$ cat src/rtl/aes_round_ctrl.sv
// Round sequencer for an iterative AES datapath: steps the round index from the
// initial AddRoundKey through the final round and holds the result until it is acknowledged.
module aes_round_ctrl #(
  parameter int NR = 10,
  parameter int RW = 4
) (
  input  logic          clk,
  input  logic          reset,
  input  logic          start,
  input  logic          abort,
  input  logic          ack,
  output logic          busy,
  output logic          done,
  output logic [RW-1:0] round,
  output logic          state_en,
  output logic          key_en,
  output logic          first,
  output logic          last,
  output logic [2:0]    o_dbg_state
);

  // Handshake: start is accepted only in IDLE, on the rising edge where it is high.
  // done stays high until ack is seen high on a rising edge, then the block
  // returns to IDLE for at least one cycle before it can accept another start.
  typedef enum logic [2:0] {
    S_IDLE  = 3'd0,
    S_INIT  = 3'd1,
    S_ROUND = 3'd2,
    S_FINAL = 3'd3,
    S_DONE  = 3'd4
  } state_t;

  localparam logic [RW-1:0] LP_NR         = RW'(NR);
  localparam logic [RW-1:0] LP_LAST_ROUND = RW'(NR - 1);
  localparam logic [RW-1:0] LP_ONE        = RW'(1);

  state_t        r_state;
  state_t        w_state_nxt;
  logic [RW-1:0] r_round;
  logic [RW-1:0] w_round_nxt;

  always_ff @(posedge clk or negedge reset) begin
    if (!reset) begin
      r_state <= S_IDLE;
      r_round <= '0;
    end else begin
      r_state <= w_state_nxt;
      r_round <= w_round_nxt;
    end
  end

  always_comb begin
    w_state_nxt = r_state;
    w_round_nxt = r_round;
    case (r_state)
      S_IDLE: begin
        w_round_nxt = '0;
        if (start) w_state_nxt = S_INIT;
      end
      S_INIT: begin
        if (abort) begin
          w_state_nxt = S_IDLE;
          w_round_nxt = '0;
        end else begin
          w_state_nxt = S_ROUND;
          w_round_nxt = LP_ONE;
        end
      end
      S_ROUND: begin
        if (abort) begin
          w_state_nxt = S_IDLE;
          w_round_nxt = '0;
        end else if (r_round == LP_LAST_ROUND) begin
          w_state_nxt = S_FINAL;
          w_round_nxt = LP_NR;
        end else begin
          w_round_nxt = r_round + LP_ONE;
        end
      end
      S_FINAL: begin
        if (abort) begin
          w_state_nxt = S_IDLE;
          w_round_nxt = '0;
        end else begin
          w_state_nxt = S_DONE;
        end
      end
      S_DONE: begin
        if (ack) begin
          w_state_nxt = S_IDLE;
          w_round_nxt = '0;
        end
      end
      default: begin
        w_state_nxt = S_IDLE;
        w_round_nxt = '0;
      end
    endcase
  end

  // Every output is a decode of registered state, so reset clears them immediately.
  assign busy        = (r_state == S_INIT) || (r_state == S_ROUND) || (r_state == S_FINAL);
  assign done        = (r_state == S_DONE);
  assign state_en    = busy;
  assign key_en      = busy;
  assign first       = (r_state == S_INIT);
  assign last        = (r_state == S_FINAL);
  assign round       = r_round;
  assign o_dbg_state = r_state;

endmodule

$ cat config.mk
export PLATFORM = sky130hd
export DESIGN_NAME = aes_round_ctrl
export DESIGN_NICKNAME = d
export VERILOG_FILES = /design/src/rtl/aes_round_ctrl.sv
export SDC_FILE = /design/constraint.sdc
export NUM_CORES = 1
export LEC_CHECK = 0
export ABC_AREA = 1
export CELL_PAD_IN_SITES_DETAIL_PLACEMENT = 1
export CELL_PAD_IN_SITES_GLOBAL_PLACEMENT = 1
export CORE_MARGIN = 10
export CORE_UTILIZATION = 26
export CTS_CLUSTER_DIAMETER = 50
export DETAILED_ROUTE_END_ITERATION = 10
export PLACE_DENSITY = 0.67
export RECOVER_POWER = 100
export SKIP_LAST_GASP = 1
export SYNTH_ARGS = -nofsm -noshare
export SYNTH_HDL_FRONTEND = slang
export SYNTH_SLANG_ARGS = --single-unit
$ cat constraint.sdc
create_clock -name clk -period 2.3 [get_ports clk]
set_clock_uncertainty 0.05 [all_clocks]
set_input_delay 0.575 -clock clk [delete_from_list [all_inputs] [get_ports clk]]
set_output_delay 0.575 -clock clk [all_outputs]
set_load 0.01 [all_outputs]
==> summary.txt <==
Die
  – Core footprint: 0.00156 sq mm
  – Die width: 61.4 um
  – Io pins: 18
  – Initial core utilization: 28.6%
  – Die area: 0.00377 sq mm
  – Rows: 14
  – Die Ht: 61.4 um

Logic synthesis
  – Post-synthesis xor/xnor area fraction: 3.93%
  – Post-Syn Instances: 58
  – Synth Area in Adders: 5.62%
  – Post-Syn Nets: 65
  – Top post-synthesis cells by area: dfrtp_1, nand2_1, nor2_1
  – Share of the synthesized area in the top cell type: 39.3%
  – Post-synth EDFFs: 0
  – Compound-Gate Fraction of Synth Area: 1.97%
  – Post-synthesis mux area share: 0%
  – Sequential area share after synthesis: 39.3%
  – Synth cell types: 17
  – Main synth FF type: dfrtp_1
  – Async set-reset flop share out of synthesis: 100%
  – Synth area leader: dfrtp_1
  – Simple-gate share of the synthesized area: 37.4%
  – Synthesized area: 445 sq um
  – Flops & latches, synth: 7
  – Largest family of logic cells by synthesized area: simple AND/OR/NAND/NOR gates
  – Synth warn: 0
  – Mean Syn Cell Area: 7.68 sq um

GRT
  – Maximum number of pins on one net before global-route repair: 8
  – Initial antenna violation count: 0
  – GR met1 Demand/Resource: 7.51%
  – GRT met3 Usage: 4.12%
  – First-pass GRT wire length: 2.00 mm
  – All-layer global routing usage: 7.34%
  – Vias in the first global route: 458
  – M2 GR Usage: 11.4%
  – GRT busiest layer: met2
  – Total grt overflow: 0

Worst setup path
  – Worst path bufs/invs: 2
  – Worst Path Max Fanout: 6
  – Startpoint Class: flip-flop
  – Worst EP required: 1.67 ns
  – Ordered list of cells on the worst path: nor2_4 -> inv_1 -> nor2_1 -> clkdlybuf4s50_1
  – CP max stage cell: clkdlybuf4s50_1
  – Critical Path End Type: output port
  – CP delay by family, top: buffers and inverters
  – Worst path max stage delay: 0.54 ns
  – WP depth: 4
  – CP Data Arrival Time: 1.55 ns
  – Reg2reg path depth: 5
  – Crit Path Category: reg2out
  – Worst reg2reg setup slack: 0.85 ns

STA
  – Final Hold Fails: 0
  – Crit share post-route: 94.4%
  – Fmax: 461 MHz
  – RSZ-0062 raised after global routing: no
  – Final setup violation count: 0
  – Worst-Margin Slew: 0.440 ns
  – Rel. slew slack: 70.5%
  – Total Neg Setup Slack: 0 ns
  – Slew Viols, Final: 0
  – Final setup margin: 0.129 ns
  – Tmin final: 2.17 ns

Placement
  – DP Area: 621 sq um
  – Pre-CTS setup slack: 0.303 ns
  – Global placer's final weighted congestion: 0.753
  – HPWL after DPL: 1.02 mm
  – PortBufs: 17

Layout
  – Syn-to-layout area delta: 44.9%
  – Layout cells sized above 1: 14.3%
  – Fillers: 208
  – Diodes inserted: 0
  – Layout Nets: 85
  – Final Util: 41.4%
  – Design Area, Final: 646 sq um

Power and ir drop
  – VDD IR max: 0.446 mV
  – Power per Cell Area: 1110 mW/mm^2
  – Leakage power: 0.342 nW

Clock tree
  – Clock Latency Late Sink: 0.25 ns
  – Hold-fix buffer count after cts: 0
  – Sink Count: 7
  – Clock root buffer: clkbuf_4
  – Clock-pin slew on the worst setup and hold paths: 0.05 ns
  – CTS Buf Count: 3
  – # H-tree levels: 1
  – CTS tree: yes
  – Post-CTS sizing: 0
  – Post-CTS setup buffer count: 0
  – Bufs on Longest Clock Path: 2

Hold path
  – Hold Crit Depth: 2
  – Tightest Hold Check Type: reg2reg

Detailed routing
  – DRC: 0
  – Initial DRC Count: 0
  – Final ANT Viol Nets: 0
  – Vias/cell: 4.62
  – Detailed Routing Iterations Pass 1: 1
  – Detailed Route WL: 1.25 mm
  – Drt wl/cell: 13.4 um
  – Vias: 430

Run status
  – Status: completed

Flow run
  – Maxcap violations: 0
## cells in the final DEF (no fill, tap or decap), drive strengths merged
| cell type | synthesis | routed |
|---|---|---|
| dfrtp | 7 | 7 |
| clkdlybuf4s50 | 0 | 8 |
| nor2 | 9 | 9 |
| xnor2 | 1 | 1 |
| nand4 | 2 | 2 |
| nand3 | 4 | 4 |
| xor2 | 1 | 1 |
| inv | 10 | 9 |
| o21ai | 1 | 1 |
| nand2 | 16 | 16 |
| clkinv | 0 | 1 |
| clkbuf | 0 | 4 |
| nand3b | 1 | 1 |
| dlygate4sd3 | 0 | 9 |
| nor3 | 2 | 2 |
| ha | 2 | 2 |
## Yosys cell counts (2+ instances only)
cell,number
nand4_1,2
nor2_1,8
nand2_2,2
nand2_1,14
nor3_2,2
inv_2,3
buf_4,2
ha_1,2
inv_1,7
dfrtp_1,7
nand3_1,3
## stage by stage
step | hold slack [ns] | instances | power, mW
global placement | 0.500 | 89 | 0.617
CTS | 0.533 | 93 | 0.741
global route | 0.541 | 93 | 0.784
finish | 0.517 | 93 | 0.715
floorplan | 0.229 | 58 | 0.430
detailed placement | 0.515 | 89 | 0.623
## state kept, by name, indices dropped and copies added, names as in the netlist
signal and flops:
o_dbg_state 3, round 4
## worst paths after layout
kind,startpoint,endpoint
min,round[3],round[3]
max reg2reg,o_dbg_state[2],round[1]
max in group asynchronous,reset,o_dbg_state[0]
max,o_dbg_state[0],done
min in group asynchronous,reset,round[1]
min reg2reg,round[3],round[3]
## where the power goes
group	internal [mW]	leakage, nW	switching, mW
registers	0.155	0.0932	0.0600
logic	0.197	0.234	0.192
clock network	0.0662	0.0150	0.0450
total	0.418	0.342	0.297
## cell type report
cell class | instances | area [sq um] | share of cell area [%]
clock buffer | 4 | 26.3 | 4.07
inverter | 10 | 37.5 | 5.81
multi-input combinational | 39 | 215 | 33.3
timing repair buffer | 17 | 170 | 26.4
sequential | 7 | 176 | 27.3
tap | 16 | 20.0 | 3.10
## worst reg2reg max path, cell delays in order (launching register included)
cell and delay (ns):
dfrtp_1 0.46, inv_2 0.13, nand2_2 0.07, nor3_1 0.36, clkinv_1 0.19, o21ai_2 0.14
## layer usage
| metal | part of all wire, % | vias up | wire [um] |
|---|---|---|---|
| met1 | 42 | 194 | 518 |
| met4 | 0.48 | 0 | 6 |
| met2 | 44 | 18 | 543 |
| met3 | 14 | 2 | 177 |
| li1 | - | 216 | - |
| met5 | 0 | - | 0 |
## cells by family (layout without fill, tap and decap cells)
family	Yosys count	after routing
simple gates	34	34
buf+inv	12	31
flops	7	7
fa+ha+maj	2	2
xor+xnor	2	2
compound gates	1	1
No activity file was read; power rests on OpenSTA's default activity.
